**src/rtl/ysyx_bus_sched.sv**
```systemverilog
// ysyx_bus_sched: shares one single-beat AXI4 master port among IFU fetch, LSU load and LSU store.
// One transaction in flight; owns grant order, request latching, 64-bit lane steering and a watchdog.
module ysyx_bus_sched #(
   parameter int ADDR_W  = 32,
   parameter int DATA_W  = 32,
   parameter int TIMEOUT = 4096
) (
   input  logic              clk,
   input  logic              rst,
   input  logic [ADDR_W-1:0] ifu_araddr,
   input  logic              ifu_arvalid,
   output logic [DATA_W-1:0] ifu_rdata_o,
   output logic              ifu_rvalid_o,
   input  logic [ADDR_W-1:0] lsu_araddr,
   input  logic              lsu_arvalid,
   input  logic [7:0]        lsu_rstrb,
   output logic [DATA_W-1:0] lsu_rdata_o,
   output logic              lsu_rvalid_o,
   input  logic [ADDR_W-1:0] lsu_awaddr,
   input  logic [DATA_W-1:0] lsu_wdata,
   input  logic [7:0]        lsu_wstrb,
   input  logic              lsu_wvalid,
   output logic              lsu_wready_o,
   output logic              io_master_arvalid,
   input  logic              io_master_arready,
   output logic [ADDR_W-1:0] io_master_araddr,
   output logic [2:0]        io_master_arsize,
   output logic [7:0]        io_master_arlen,
   output logic [1:0]        io_master_arburst,
   output logic [3:0]        io_master_arid,
   input  logic              io_master_rvalid,
   output logic              io_master_rready,
   input  logic              io_master_rlast,
   input  logic [63:0]       io_master_rdata,
   input  logic [1:0]        io_master_rresp,
   output logic              io_master_awvalid,
   input  logic              io_master_awready,
   output logic [ADDR_W-1:0] io_master_awaddr,
   output logic [2:0]        io_master_awsize,
   output logic [7:0]        io_master_awlen,
   output logic [1:0]        io_master_awburst,
   output logic [3:0]        io_master_awid,
   output logic              io_master_wvalid,
   input  logic              io_master_wready,
   output logic              io_master_wlast,
   output logic [63:0]       io_master_wdata,
   output logic [7:0]        io_master_wstrb,
   input  logic              io_master_bvalid,
   output logic              io_master_bready,
   input  logic [1:0]        io_master_bresp,
   output logic [1:0]        err_o
);

   typedef enum logic [2:0] {IDLE, RD_ADDR, RD_DATA, WR_REQ, WR_RESP} state_t;

   localparam int WD_W = $clog2(TIMEOUT + 1);
   localparam logic [WD_W-1:0] WD_MAX = WD_W'(TIMEOUT);
   localparam logic [WD_W-1:0] WD_HIT = WD_W'(TIMEOUT - 1);

   state_t            state, state_nxt;
   logic              owner_lsu, last_lsu;
   logic              mask_ifu, mask_ld, mask_st;
   logic [ADDR_W-1:0] addr;
   logic [7:0]        strb;
   logic [DATA_W-1:0] wdata;
   logic              aw_done, w_done;
   logic [WD_W-1:0]   wd_cnt;
   logic              grant_ifu, grant_ld, grant_st;
   logic              rd_done, wr_done, aw_hs, w_hs;
   logic              ifu_req, ld_req, st_req;
   logic [DATA_W-1:0] rd_lane;

   function automatic logic [2:0] strb_size(input logic [7:0] s);
      case (s)
         8'h01:   strb_size = 3'd0;
         8'h03:   strb_size = 3'd1;
         default: strb_size = 3'd2;
      endcase
   endfunction

   function automatic logic [DATA_W-1:0] rd_steer(input logic [63:0] d, input logic [2:0] a);
      logic [31:0] lane;
      lane = a[2] ? d[63:32] : d[31:0];
      rd_steer = DATA_W'(lane >> {a[1:0], 3'b000});
   endfunction

   function automatic logic [63:0] wr_steer(input logic [DATA_W-1:0] wd, input logic [1:0] a);
      logic [31:0] d;
      d = 32'(wd) << {a, 3'b000};
      wr_steer = {d, d};
   endfunction

   function automatic logic [7:0] strb_steer(input logic [7:0] s, input logic [2:0] a);
      logic [3:0] s4;
      s4 = s[3:0] << a[1:0];
      strb_steer = a[2] ? {s4, 4'h0} : {4'h0, s4};
   endfunction

   // A requester that just completed sits out its first IDLE cycle.
   assign ifu_req = ifu_arvalid & ~mask_ifu;
   assign ld_req  = lsu_arvalid & ~mask_ld;
   assign st_req  = lsu_wvalid  & ~mask_st;

   always_ff @(posedge clk or negedge rst) begin
      if (!rst) state <= IDLE;
      else      state <= state_nxt;
   end

   always_comb begin
      state_nxt         = state;
      grant_ifu         = 1'b0;
      grant_ld          = 1'b0;
      grant_st          = 1'b0;
      rd_done           = 1'b0;
      wr_done           = 1'b0;
      aw_hs             = 1'b0;
      w_hs              = 1'b0;
      io_master_arvalid = 1'b0;
      io_master_rready  = 1'b0;
      io_master_awvalid = 1'b0;
      io_master_wvalid  = 1'b0;
      io_master_bready  = 1'b0;
      case (state)
         IDLE: begin
            if (st_req) begin
               grant_st  = 1'b1;
               state_nxt = WR_REQ;
            end else if (ifu_req && ld_req) begin
               grant_ifu = last_lsu;
               grant_ld  = ~last_lsu;
               state_nxt = RD_ADDR;
            end else if (ifu_req) begin
               grant_ifu = 1'b1;
               state_nxt = RD_ADDR;
            end else if (ld_req) begin
               grant_ld  = 1'b1;
               state_nxt = RD_ADDR;
            end
         end
         RD_ADDR: begin
            io_master_arvalid = 1'b1;
            if (io_master_arready) state_nxt = RD_DATA;
         end
         RD_DATA: begin
            io_master_rready = 1'b1;
            if (io_master_rvalid && io_master_rlast) begin
               rd_done   = 1'b1;
               state_nxt = IDLE;
            end
         end
         WR_REQ: begin
            io_master_awvalid = ~aw_done;
            io_master_wvalid  = ~w_done;
            aw_hs = io_master_awvalid & io_master_awready;
            w_hs  = io_master_wvalid & io_master_wready;
            if ((aw_done || aw_hs) && (w_done || w_hs)) state_nxt = WR_RESP;
         end
         WR_RESP: begin
            io_master_bready = 1'b1;
            if (io_master_bvalid) begin
               wr_done   = 1'b1;
               state_nxt = IDLE;
            end
         end
         default: state_nxt = IDLE;
      endcase
   end

   always_ff @(posedge clk or negedge rst) begin
      if (!rst) begin
         owner_lsu <= 1'b0;
         last_lsu  <= 1'b1;
         mask_ifu  <= 1'b0;
         mask_ld   <= 1'b0;
         mask_st   <= 1'b0;
         addr      <= '0;
         strb      <= '0;
         wdata     <= '0;
         aw_done   <= 1'b0;
         w_done    <= 1'b0;
         wd_cnt    <= '0;
         err_o     <= 2'b00;
      end else begin
         mask_ifu <= rd_done & ~owner_lsu;
         mask_ld  <= rd_done & owner_lsu;
         mask_st  <= wr_done;
         if (grant_st) begin
            addr    <= lsu_awaddr;
            strb    <= lsu_wstrb;
            wdata   <= lsu_wdata;
            aw_done <= 1'b0;
            w_done  <= 1'b0;
         end
         if (grant_ifu) begin
            owner_lsu <= 1'b0;
            last_lsu  <= 1'b0;
            addr      <= ifu_araddr;
            strb      <= 8'h0f;
         end
         if (grant_ld) begin
            owner_lsu <= 1'b1;
            last_lsu  <= 1'b1;
            addr      <= lsu_araddr;
            strb      <= lsu_rstrb;
         end
         if (aw_hs) aw_done <= 1'b1;
         if (w_hs)  w_done  <= 1'b1;
         // Watchdog saturates so the sticky flag is raised exactly once per stall.
         if (state == IDLE)        wd_cnt <= '0;
         else if (wd_cnt != WD_MAX) wd_cnt <= wd_cnt + 1'b1;
         if (state != IDLE && wd_cnt == WD_HIT) err_o[1] <= 1'b1;
         if ((rd_done && io_master_rresp != 2'b00) || (wr_done && io_master_bresp != 2'b00))
            err_o[0] <= 1'b1;
      end
   end

   assign rd_lane      = rd_steer(io_master_rdata, addr[2:0]);
   assign ifu_rvalid_o = rd_done & ~owner_lsu & ifu_arvalid;
   assign lsu_rvalid_o = rd_done & owner_lsu & lsu_arvalid;
   assign ifu_rdata_o  = ifu_rvalid_o ? rd_lane : '0;
   assign lsu_rdata_o  = lsu_rvalid_o ? rd_lane : '0;
   assign lsu_wready_o = wr_done;

   assign io_master_araddr  = addr;
   assign io_master_arsize  = strb_size(strb);
   assign io_master_arlen   = 8'd0;
   assign io_master_arburst = 2'b01;
   assign io_master_arid    = 4'd0;
   assign io_master_awaddr  = addr;
   assign io_master_awsize  = strb_size(strb);
   assign io_master_awlen   = 8'd0;
   assign io_master_awburst = 2'b01;
   assign io_master_awid    = 4'd0;
   assign io_master_wlast   = io_master_wvalid;
   assign io_master_wdata   = wr_steer(wdata, addr[1:0]);
   assign io_master_wstrb   = strb_steer(strb, addr[2:0]);

endmodule

```
**config.mk**
```make
export PLATFORM = sky130hd
export DESIGN_NAME = ysyx_bus_sched
export DESIGN_NICKNAME = d
export VERILOG_FILES = /design/src/rtl/ysyx_bus_sched.sv
export SDC_FILE = /design/constraint.sdc
export NUM_CORES = 1
export LEC_CHECK = 0
export BUFFER_PORTS_ARGS = -buffer_cell sky130_fd_sc_hd__buf_4
export CORE_AREA = 3 3 180 182
export DETAILED_ROUTE_END_ITERATION = 10
export DIE_AREA = 0 0 183 185
export PLACE_DENSITY = 0.51
export SETUP_SLACK_MARGIN = 0.02
export SLEW_MARGIN = 5
export SYNTH_ARGS = -nofsm -noshare
export SYNTH_HDL_FRONTEND = slang
export SYNTH_SLANG_ARGS = --single-unit
export TNS_END_PERCENT = 10
```
**constraint.sdc**
```tcl
create_clock -name clk -period 1.5 [get_ports clk]
set_input_delay 0.075 -clock clk [delete_from_list [all_inputs] [get_ports clk]]
set_output_delay 0.075 -clock clk [all_outputs]
set_load 0.05 [all_outputs]
```
Word level (Yosys, flattened, before mapping)

Cells that the tools add are included.

Register bits: 97
Logic and storage cells: 115
Input port bits: 223

$add $sub $neg: 1
Bitwise logic cells: 16
Shifts and indexed selects: 3
Equality and inequality tests: 13
Reductions and logical operators: 19
Multiplexer cells: 49

Operators by type and width:

| operator                                         | count |
|---|---|
| two-way mux 32 bit                               | 6 |
| two-way mux 8 bit                                | 4 |
| << shifter 32 x 5 -> 32 bit                      | 1 |
| right shift 32 x 5 -> 32 bit                     | 1 |
| two-way mux 1 bit                                | 27 |
| two-way mux 13 bit                               | 2 |
| two-way mux 3 bit                                | 8 |
| one-hot mux 3 bit (5 select lines)               | 1 |
| adder 13 x 1 -> 13 bit (second input constant)   | 1 |
| == test 13 x 12 -> 1 bit (second input constant) | 1 |
| != test 13 bit (second input constant)           | 1 |
| nonzero test 2 bit                               | 6 |
| bitwise AND 1 bit                                | 9 |
| == test 8 x 1 -> 1 bit (second input constant)   | 1 |
| == test 8 x 2 -> 1 bit (second input constant)   | 1 |
| != test 2 bit (second input constant)            | 4 |
| NOT 1 bit                                        | 7 |
| == test 3 x 2 -> 1 bit (second input constant)   | 2 |
| logical AND 1 bit                                | 6 |
| nonzero test 3 bit                               | 2 |
| != test 5 bit (second input constant)            | 1 |
| AND reduction 5 bit                              | 1 |
| one-hot mux 2 bit (2 select lines)               | 1 |
| << shifter 4 x 2 -> 4 bit                        | 1 |
| 4 further kinds                                  | 6 |

Longest topological paths before layout

Gate-level depths: netlist of the first run.

Depth after elaboration: 8
Gate-level depth with buffers: 8
Mapped depth without buffers: 6

Worst setup path before layout of the first run

OpenSTA, ideal clock, no wires.

Path kind: reg-to-output
Start: register addr[0], in the netlist io_master_araddr[0]
End: output io_master_wdata[48]
Slack: -1609 ps
Required time: 1425 ps
Stages on the path, launching flop included: 7
Arrival: 3034 ps
Cell sequence: dfrtp_1 buf_2 buf_2 buf_1 mux2i_1 o21ai_0 buf_4

Cells in the longest elaborated chain, start to end: 1

RTL lines:

| item                        | RTL line | source |
|---|---|---|
| start, declared             | 63       | `logic [ADDR_W-1:0] addr;` |
| start signal, assigned      | 188      | `addr <= lsu_awaddr;` |
| start signal, assigned      | 197      | `addr <= ifu_araddr;` |
| start signal, assigned      | 203      | `addr <= lsu_araddr;` |
| << shifter 32 x 5 -> 32 bit | 89       | `d = 32'(wd) << {a, 3'b000};` |
| end, declared               | 46       | `output logic [63:0] io_master_wdata,` |

No other way between the ends.

Worst setup path after layout of the first run

Start: register addr[2], in the netlist io_master_araddr[2]
End: output ifu_rdata_o[10]

Cells in the longest elaborated chain, start to end: 3

RTL lines:

| item                         | RTL line | source |
|---|---|---|
| two-way mux 32 bit           | 83       | `lane = a[2] ? d[63:32] : d[31:0];` |
| right shift 32 x 5 -> 32 bit | 84       | `rd_steer = DATA_W'(lane >> {a[1:0], 3'b000});` |
| two-way mux 32 bit           | 220      | `assign ifu_rdata_o = ifu_rvalid_o ? rd_lane : '0;` |
| end, declared                | 12       | `output logic [DATA_W-1:0] ifu_rdata_o,` |

No other way between the ends.

==> impl_metrics.py, run 1 <==
metrics = {
    "run_status": {
        "outcome": "finished, violations left",
        "violations": "hold timing, setup timing",
    },
    "floorplanning": {
        "core-area_um2": 30700,
        "start_util_pct": 22.8,
        "die_h_um": 185,
        "die_w_um": 183,
        "rows": 64,
        "ioPinCount": 468,
        "die_area_um2": 33900,
    },
    "timing": {
        "finalSetupViolations": 225,
        "relSlewSlack_pct": 54.9,
        "worstMarginPinSlew_ns": 0.676,
        "period_minus_slack_ns": 2.18,
        "finClkSkew_ns": 0.0179,
        "fin_ws_ns": -0.675,
        "clock.fmax_ghz": 0.460,
        "hold_viol": 2,
        "drv_slew": 0,
        "rsz0062_at_grt": "yes",
        "hold_ws_ns": -0.00345,
        "fin_crit_sh_pct": 145,
    },
    "cts": {
        "cts_root_buffer": "clkbuf_16",
        "clk_path_buf_depth": 2,
        "numCtsBuffers": 9,
        "cts.sinks": 97,
        "cts_max_level": 3,
        "cts.reportedPaths.clkPinSlew_ns": 0.09,
        "tritoncts": "done",
        "clkLatencyLatePin_ns": 0.37,
    },
    "synthesis": {
        "synth_ff_type": "dfrtp_1",
        "syn_area_per_cell_um2": 8.47,
        "yosysSeqAreaShare_pct": 34.6,
        "yosys_register_bits": 97,
        "synth_cell_types": 53,
        "synth_area_um2": 7020,
        "syn_inst": 829,
        "synthArstFlopShare_pct": 100,
        "yosysWarnings": 0,
        "synth_edf_count": 0,
    },
    "grt": {
        "grt_max_degree": 52,
        "antenna_found_initial": 1,
        "groute.usage.overall_pct": 19.1,
        "grt_pass1_wl_um": 49800,
        "overflow": 0,
        "grt_pass1_vias": 8336,
    },
    "critical_path": {
        "worst_path_most_repeated_cell": "buf_4",
        "timing.rr.start": "state[2]",
        "cp_data_arrival_time_ns": 2.10,
        "crit_family": "multiplexers",
        "worstRegToRegCells": 6,
        "slowest_stage": "mux4_2",
        "crit_path_end_kind": "output port",
        "r2r_setup_slack_ns": -0.26,
        "crit_fanout": 6,
        "r2r_end": "io_master_araddr[3]",
        "critPathBufInv": 2,
        "path_cells": "buf_4 > mux4_2 > nand2_1 > o31a_1 > nor2_4 > buf_4",
        "cp.required_ns": 1.42,
        "critPathMaxStageDelay_ns": 0.52,
        "critical_path_class": "reg -> out",
        "start_kind": "flop",
    },
    "pwr": {
        "ir_drop_v": 0.00159,
        "power_density_nw_per_um2": 2410,
        "p_leak_nw": 6.40,
    },
    "finish": {
        "layout-drive-gt1-share_pct": 58.5,
        "final_cells": 1740,
        "area_delta_synth_final_pct": 93.8,
        "diodes": 0,
        "mostFrequentLayoutCells": "buf_4 (401), nand2_1 (160), buf_6 (128)",
        "layout_commonest_cell": "buf_4",
        "finish.net_count": 1564,
        "fill_cells": 2982,
        "seq_area_um2": 2440,
        "finish.utilization_pct": 44.2,
        "multi_input_area_um2": 4610,
    },
    "placed_design": {
        "port_buffers": 437,
        "placed_cells": 1669,
        "place_hpwl_um": 27300,
        "place.gp.congestion": 0.865,
    },
    "detailed_routing": {
        "vias": 7961,
        "via_per_inst": 4.58,
        "wl_um": 34100,
        "wl_per_cell_um": 19.6,
        "drc_errors": 0,
        "drtPass1Iterations": 4,
        "first_iter_violations": 284,
        "drtAntennaViolNets": 0,
    },
    "job": {
        "max_cap_violations": 0,
    },
    "worst_hold_path": {
        "min_path_type": "in -> reg",
        "whs_endpoint": "strb[6]",
        "min_from": "lsu_wstrb[6]",
        "whs_path_depth": 3,
    },
}
[repair_timing]
action,in CTS,in global routing
endpoints found under the setup margin,227,236
pin swaps,18,17
hold buffers,44,0
gates resized for setup,183,79
hold endpoints to repair,138,0
setup buffers,4,6
gates cloned,0,1
[area by class of cell]
| class | instances | area share, % |
|---|---|---|
| Clock inverter | 6 | 0.368 |
| Timing Repair Buffer | 620 | 42.1 |
| Multi-Input combinational cell | 603 | 33.9 |
| Tap cell | 396 | 3.64 |
| Clock buffer | 10 | 1.76 |
| Inverter | 8 | 0.294 |
| Sequential cell | 97 | 17.9 |
[stage by stage]
step                      power (W)  area, um2  setup slack (ns)  setup TNS [ns]
after global placement       0.0283      11800            -0.426          -42.46
after floorplan              0.0216       7840            -0.722          -69.77
after detailed placement     0.0285      11800            -0.429          -44.44
after CTS                    0.0325      13200            -0.704          -83.60
final                        0.0328      13600            -0.675          -73.88
after global routing         0.0344      13600            -0.739          -92.24
[worst register-to-register path, cell delays in order, from the launching register on]
cell,delay (ns)
dfrtp_2,0.44
buf_6,0.13
nor3_4,0.18
buf_6,0.19
o31ai_4,0.18
buf_12,0.23
o31ai_1,0.31
[logic make-up (layout without fill, tap and decap cells)]
| family | Yosys count | in the layout | share of synthesized area (%) |
|---|---|---|---|
| compound gates | 133 | 133 | 12.8 |
| xor+xnor | 8 | 8 | 0.998 |
| fa+ha+maj | 2 | 2 | 0.356 |
| buf+inv | 157 | 644 | 14.2 |
| flops | 97 | 97 | 34.6 |
| mux | 60 | 60 | 12.9 |
| other cells | 2 | 30 | 0.107 |
| simple gates | 370 | 370 | 24.0 |
[synthesized netlist by cell type, types with 2 or more instances]
library cell	n	share of area (%)
mux2i_1	35	5.0
and2_1	28	2.5
xnor2_1	3	0.37
nand3b_1	2	0.21
nand2_1	164	8.8
and3_1	5	0.45
conb_1	2	0.11
nor3_1	5	0.36
nor4_1	2	0.18
buf_4	99	11
mux4_2	24	7.7
a21oi_1	16	1.1
buf_2	24	1.7
o41ai_1	2	0.25
ha_1	2	0.36
o31ai_1	32	3.4
a22o_1	2	0.25
or3_1	4	0.36
nor2b_1	15	1.3
xor2_1	5	0.62
buf_1	5	0.27
dfrtp_1	96	34
o22ai_1	34	3.0
a211oi_1	8	0.86
o31a_1	8	1.0
a2bb2oi_1	4	0.50
clkbuf_1	20	1.1
nand4_1	4	0.36
nor2_1	108	5.8
nor2_2	9	0.80
o21ai_0	19	1.4
nand2b_1	6	0.53
o211ai_1	3	0.32
inv_1	7	0.37
nor3b_1	2	0.21
nor4b_1	2	0.25
nand3_1	7	0.50
[report_power, final]
group          total [W]  leakage [nW]  internal, W  switching, W
Combinational     0.0255          5.06      0.00970        0.0158
Sequential       0.00495          1.19      0.00379       0.00117
Clock            0.00239         0.141      0.00120       0.00119
Total             0.0328          6.40       0.0147        0.0181
[how the worst max path moves through the flow]
stage	start	to	depth (start not counted)
after floorplan	state[1]	ifu_rdata_o[24]	6
after detailed placement	state[2]	io_master_araddr[1]	6
final	io_master_araddr[2]	ifu_rdata_o[10]	6
after global routing	io_master_araddr[2]	ifu_rdata_o[3]	7
after CTS	io_master_araddr[2]	ifu_rdata_o[10]	6
after global placement	state[1]	strb[0]	7
[state kept, by name (all words and copies together) (netlist names)]
register	count
io_master_araddr	32
wdata	32
wd_cnt	13
strb	8
state	3
err_o	2
aw_done	1
last_lsu	1
mask_ifu	1
mask_ld	1
mask_st	1
owner_lsu	1
w_done	1
[layer usage]
layer | routed length, um | global-route usage (%) | vias to the layer above
li1 | - | - | 3742
met1 | 13200 | 22.2 | 3831
met2 | 18100 | 36.3 | 349
met3 | 2140 | 3.53 | 37
met4 | 686 | 4.75 | 2
met5 | 13 | 0 | -
Power figures use the tool's default switching activity.
==> run 2: changes to the inputs <==
--- a/config.mk
+++ b/config.mk
@@ -6,10 +6,10 @@
 export NUM_CORES = 1
 export LEC_CHECK = 0
 export BUFFER_PORTS_ARGS = -buffer_cell sky130_fd_sc_hd__buf_4
-export CORE_AREA = 3 3 180 182
+export CORE_AREA = 3 3 181 183
 export DETAILED_ROUTE_END_ITERATION = 10
-export DIE_AREA = 0 0 183 185
-export PLACE_DENSITY = 0.51
+export DIE_AREA = 0 0 184 186
+export PLACE_DENSITY = 0.49
 export SETUP_SLACK_MARGIN = 0.02
 export SLEW_MARGIN = 5
 export SYNTH_ARGS = -nofsm -noshare
==> constraint.sdc (replaced) <==
create_clock -name clk -period 2.6 [get_ports clk]
set_input_delay 0.13 -clock clk [delete_from_list [all_inputs] [get_ports clk]]
set_output_delay 0.13 -clock clk [all_outputs]
set_load 0.05 [all_outputs]
==> impl_metrics.py, run 2 (synthesis gave the netlist of run 1 again) <==
metrics = {
    "detailed_routing": {
        "via_per_inst": 4.48,
        "wl_per_cell_um": 18.3,
        "first_iter_violations": 283,
        "drtPass1Iterations": 4,
        "drc_errors": 0,
        "drtAntennaViolNets": 0,
        "vias": 7272,
        "wl_um": 29600,
    },
    "critical_path": {
        "timing.rr.start": "state[1]",
        "critPathMaxStageDelay_ns": 0.51,
        "slowest_stage": "or3_1",
        "crit_fanout": 7,
        "r2r_end": "io_master_araddr[26]",
        "r2r_setup_slack_ns": 0.58,
        "path_cells": "nor3b_4 > nand4b_4 > or3_1 > buf_4 > nor2_2 > buf_4",
        "critical_path_class": "reg -> out",
        "cp.required_ns": 2.47,
        "worstRegToRegCells": 6,
        "crit_path_end": "ifu_rdata_o[27]",
        "startpoint": "state[0]",
        "start_kind": "flop",
        "crit_path_end_kind": "output port",
        "cp_data_arrival_time_ns": 2.32,
        "worst_path_most_repeated_cell": "buf_4",
    },
    "timing": {
        "fin_ws_ns": 0.148,
        "clock.fmax_ghz": 0.408,
        "worstMarginPinSlew_ns": 0.603,
        "finClkSkew_ns": 0.0138,
        "hold_viol": 0,
        "finalSetupViolations": 0,
        "relSlewSlack_pct": 58.6,
        "fin_crit_sh_pct": 94.3,
        "period_minus_slack_ns": 2.45,
        "rsz0062_at_grt": "no",
        "drv_slew": 0,
    },
    "cts": {
        "tritoncts": "done",
        "cts_root_buffer": "clkbuf_16",
        "clkLatencyLatePin_ns": 0.35,
        "clk_path_buf_depth": 2,
        "cts.sinks": 97,
        "cts_max_level": 3,
        "cts.reportedPaths.clkPinSlew_ns": 0.08,
        "numCtsBuffers": 9,
    },
    "grt": {
        "overflow": 0,
        "grt_max_degree": 64,
        "grt_pass1_vias": 7231,
        "grt_pass1_wl_um": 42600,
        "groute.usage.overall_pct": 16.2,
        "antenna_found_initial": 1,
    },
    "placed_design": {
        "placed_cells": 1569,
        "port_buffers": 437,
        "place.gp.congestion": 0.828,
        "place_ws_ns": 0.304,
        "place_hpwl_um": 23500,
    },
    "floorplanning": {
        "core-area_um2": 31400,
        "rows": 65,
        "die_area_um2": 34200,
        "die_w_um": 184,
        "ioPinCount": 468,
        "die_h_um": 186,
        "start_util_pct": 22.4,
    },
    "finish": {
        "layout_commonest_cell": "buf_4",
        "area_delta_synth_final_pct": 54.7,
        "diodes": 0,
        "finish.net_count": 1440,
        "layout-drive-gt1-share_pct": 43.5,
        "mostFrequentLayoutCells": "buf_4 (458), nand2_1 (164), nor2_1 (106)",
        "final_cells": 1622,
    },
    "pwr": {
        "total_power_w": 0.0154,
        "power_density_nw_per_um2": 1420,
        "p_leak_nw": 5.48,
        "ir_drop_v": 0.000904,
    },
    "worst_hold_path": {
        "min_path_type": "in -> reg",
    },
    "run_status": {
        "outcome": "complete, no violations",
    },
    "job": {
        "max_cap_violations": 0,
    },
}
## run 2: worst min path at each step
stage / startpoint / endpoint / slack [ns] / cells after the start
after floorplan: rst / aw_done / -0.17 / 0
after global placement: rst / io_master_araddr[30] / 0.17 / 1
after detailed placement: rst / io_master_araddr[30] / 0.18 / 1
after CTS: io_master_wready / w_done / 0.0007 / 2
after global routing: io_master_wready / w_done / 0.01 / 2
final: io_master_wready / w_done / 0.02 / 2
## run 2: area by class of cell
class,instances,area [um2]
tap,402,503
sequential,97,2440
inverter,8,30.0
multi-input combinational,603,3730
fill,3290,20500
clock inverter,6,57.6
timing repair buffer,496,3860
clock buffer,10,239
## run 2: per-stage QoR
step	area, um2	TNS, ns	util, %	hold slack, ns
floorplan	7140	-2.37	-	-0.166
global placement	10200	0	32.5	0.175
detailed placement	10200	0	32.5	0.176
CTS	10800	0	34.5	0.000744
global route	10900	0	34.6	0.0119
finish	10900	0	34.6	0.0220
## run 2: power by group
| part | internal (W) | total (W) | switching, W | leakage [nW] |
|---|---|---|---|---|
| clock network | 0.000702 | 0.00138 | 0.000677 | 0.147 |
| logic | 0.00351 | 0.0111 | 0.00757 | 4.13 |
| registers | 0.00218 | 0.00297 | 0.000789 | 1.19 |
| total | 0.00638 | 0.0154 | 0.00904 | 5.48 |
## run 2: per-layer routing
| metal | vias to the layer above | GRT usage (%) | share of wire, % |
|---|---|---|---|
| li1 | 3501 | - | - |
| met5 | - | 0 | 0 |
| met1 | 3426 | 19.4 | 40 |
| met2 | 326 | 30.0 | 52 |
| met3 | 19 | 3.50 | 7.4 |
| met4 | 0 | 3.08 | 0.98 |
## run 2: worst max-delay path: cells and delay by family (launching register included)
family	cells	cell delay, ns
buffers and inverters	2	0.44
flip-flops	1	0.47
AND/OR/NAND/NOR	4	1.07
## run 2: repair_timing
| item | CTS | global route |
|---|---|---|
| hold endpoints to repair | 75 | 0 |
| gates resized for setup | 2 | 1 |
| pin swaps | 0 | 0 |
| hold buffers | 34 | 0 |
| setup buffers | 0 | 3 |
| endpoints found under the setup margin | 16 | 21 |
==> run 3: changes to the inputs <==
--- a/config.mk
+++ b/config.mk
@@ -9,7 +9,6 @@
 export CORE_AREA = 3 3 181 183
 export DETAILED_ROUTE_END_ITERATION = 10
 export DIE_AREA = 0 0 184 186
-export PLACE_DENSITY = 0.49
 export SETUP_SLACK_MARGIN = 0.02
 export SLEW_MARGIN = 5
 export SYNTH_ARGS = -nofsm -noshare
==> impl_metrics.py, run 3 (synthesis gave the netlist of run 1 again) <==
metrics = {
    "run_status": {
        "outcome": "complete, no violations",
    },
    "critical_path": {
        "r2r_end": "io_master_araddr[25]",
        "crit_fanout": 21,
        "critical_path_class": "reg -> out",
        "cp_data_arrival_time_ns": 2.34,
        "cp.required_ns": 2.47,
        "start_kind": "flop",
        "timing.rr.start": "mask_st",
        "r2r_setup_slack_ns": 0.44,
        "crit_path_end_kind": "output port",
        "worstRegToRegCells": 5,
    },
    "detailed_routing": {
        "routed.top_layer": "met5",
        "via_per_inst": 4.51,
        "wl_um": 28800,
        "drc_errors": 0,
        "met3WireLength_um": 2350,
        "met2WireLength_um": 14400,
        "drtPass1Iterations": 5,
        "vias": 7318,
        "first_iter_violations": 321,
        "drtAntennaViolNets": 0,
        "drt-met1-wl_um": 11000,
        "wl_per_cell_um": 17.7,
    },
    "finish": {
        "multi_input_area_um2": 3750,
        "finish.net_count": 1440,
        "seq_area_um2": 2440,
        "area_delta_synth_final_pct": 55.1,
        "postLayoutCellArea_um2": 10900,
        "diodes": 0,
        "mostFrequentLayoutCells": "buf_4 (459), nand2_1 (164), nor2_1 (108)",
        "layout-drive-gt1-share_pct": 43.5,
        "fill_cells": 3250,
        "layout_commonest_cell": "buf_4",
    },
    "floorplanning": {
        "die_h_um": 186,
        "die_w_um": 184,
        "ioPinCount": 468,
        "die_area_um2": 34200,
        "start_util_pct": 22.4,
        "rows": 65,
        "core-area_um2": 31400,
    },
    "worst_hold_path": {
        "min_from": "io_master_wready",
        "min_path_type": "in -> reg",
        "whs_path_depth": 2,
        "whs_endpoint": "w_done",
    },
    "cts": {
        "numCtsBuffers": 9,
        "tritoncts": "done",
        "cts.reportedPaths.clkPinSlew_ns": 0.07,
        "clkLatencyLatePin_ns": 0.34,
        "post_cts_buffers": 0,
        "clk_path_buf_depth": 2,
        "cts_max_level": 3,
        "cts.sinks": 97,
        "cts_root_buffer": "clkbuf_16",
    },
    "timing": {
        "finClkSkew_ns": 0.0146,
        "hold_viol": 0,
        "drv_slew": 0,
        "relSlewSlack_pct": 38.7,
        "rsz0062_at_grt": "no",
        "worstMarginPinSlew_ns": 0.920,
        "fin_crit_sh_pct": 94.9,
        "finalSetupViolations": 0,
        "clock.fmax_ghz": 0.405,
        "period_minus_slack_ns": 2.47,
    },
    "placed_design": {
        "dpl_cell_area_um2": 10200,
        "place.gp.congestion": 0.860,
        "port_buffers": 437,
        "place_hpwl_um": 23200,
    },
    "grt": {
        "grt_pass1_wl_um": 41300,
        "grt_max_degree": 98,
        "groute.usage.overall_pct": 15.6,
        "overflow": 0,
        "antenna_found_initial": 1,
        "grt_pass1_vias": 7376,
    },
    "job": {
        "max_cap_violations": 0,
    },
    "pwr": {
        "p_leak_nw": 5.48,
        "ir_drop_v": 0.000872,
        "total_power_w": 0.0156,
        "power_density_nw_per_um2": 1430,
    },
}
[run 3: metrics by stage]
step	TNS (ns)	hold WS, ns	util (%)	setup WS [ns]	instances
2_1_floorplan	-2.37	-0.166	-	-0.207	857
3_3_place_gp	0	0.222	32.6	0.414	1573
3_5_place_dp	0	0.241	32.6	0.371	1573
4_1_cts	0	0.00217	34.6	0.00803	1622
5_1_grt	0	0.00858	34.7	0.0423	1622
6_report	0	0.0204	34.7	0.133	1622
[run 3: how the worst max path moves through the flow]
stage / from / end / slack [ns] / cells after the start
3_3_place_gp: state[1] / ifu_rdata_o[29] / 0.41 / 5
2_1_floorplan: io_master_araddr[0] / io_master_wdata[57] / -0.21 / 6
3_5_place_dp: lsu_wvalid / io_master_araddr[25] / 0.37 / 5
6_report: io_master_araddr[2] / lsu_rdata_o[6] / 0.13 / 5
5_1_grt: io_master_araddr[2] / lsu_rdata_o[6] / 0.04 / 5
4_1_cts: state[1] / ifu_rdata_o[29] / 0.008 / 5
[run 3: worst max-delay path, cell delays in order, from the launching register on]
cell and delay (ns):
dfrtp_4 0.58, buf_12 0.22, mux4_2 0.56, mux2i_1 0.30
nor2_1 0.11, buf_4 0.21
[run 3: final cells by class]
type / instances / share of cell area [%]
well taps: 402 / 4.62
clock buffers: 10 / 2.10
repair buffers: 496 / 35.3
multi-input cells: 603 / 34.4
flip-flops and latches: 97 / 22.4
clock inverters: 6 / 0.828
inverters: 8 / 0.276
[run 3: report_power, final]
group	leakage, nW	internal (W)	switching (W)
clock network	0.153	0.000849	0.000613
logic	4.13	0.00350	0.00763
registers	1.20	0.00218	0.000773
[run 3: timing repair]
action                                  in CTS  in global routing
gates resized for setup                      1                  4
pin swaps                                    0                  0
hold endpoints to repair                   128                  0
hold buffers                                33                  0
endpoints found under the setup margin       3                 13
[run 3: layer usage]
metal	track usage, %	vias up
met5	0	-
met2	28.3	361
met1	18.1	3415
li1	-	3501
met4	6.05	2
met3	3.32	39
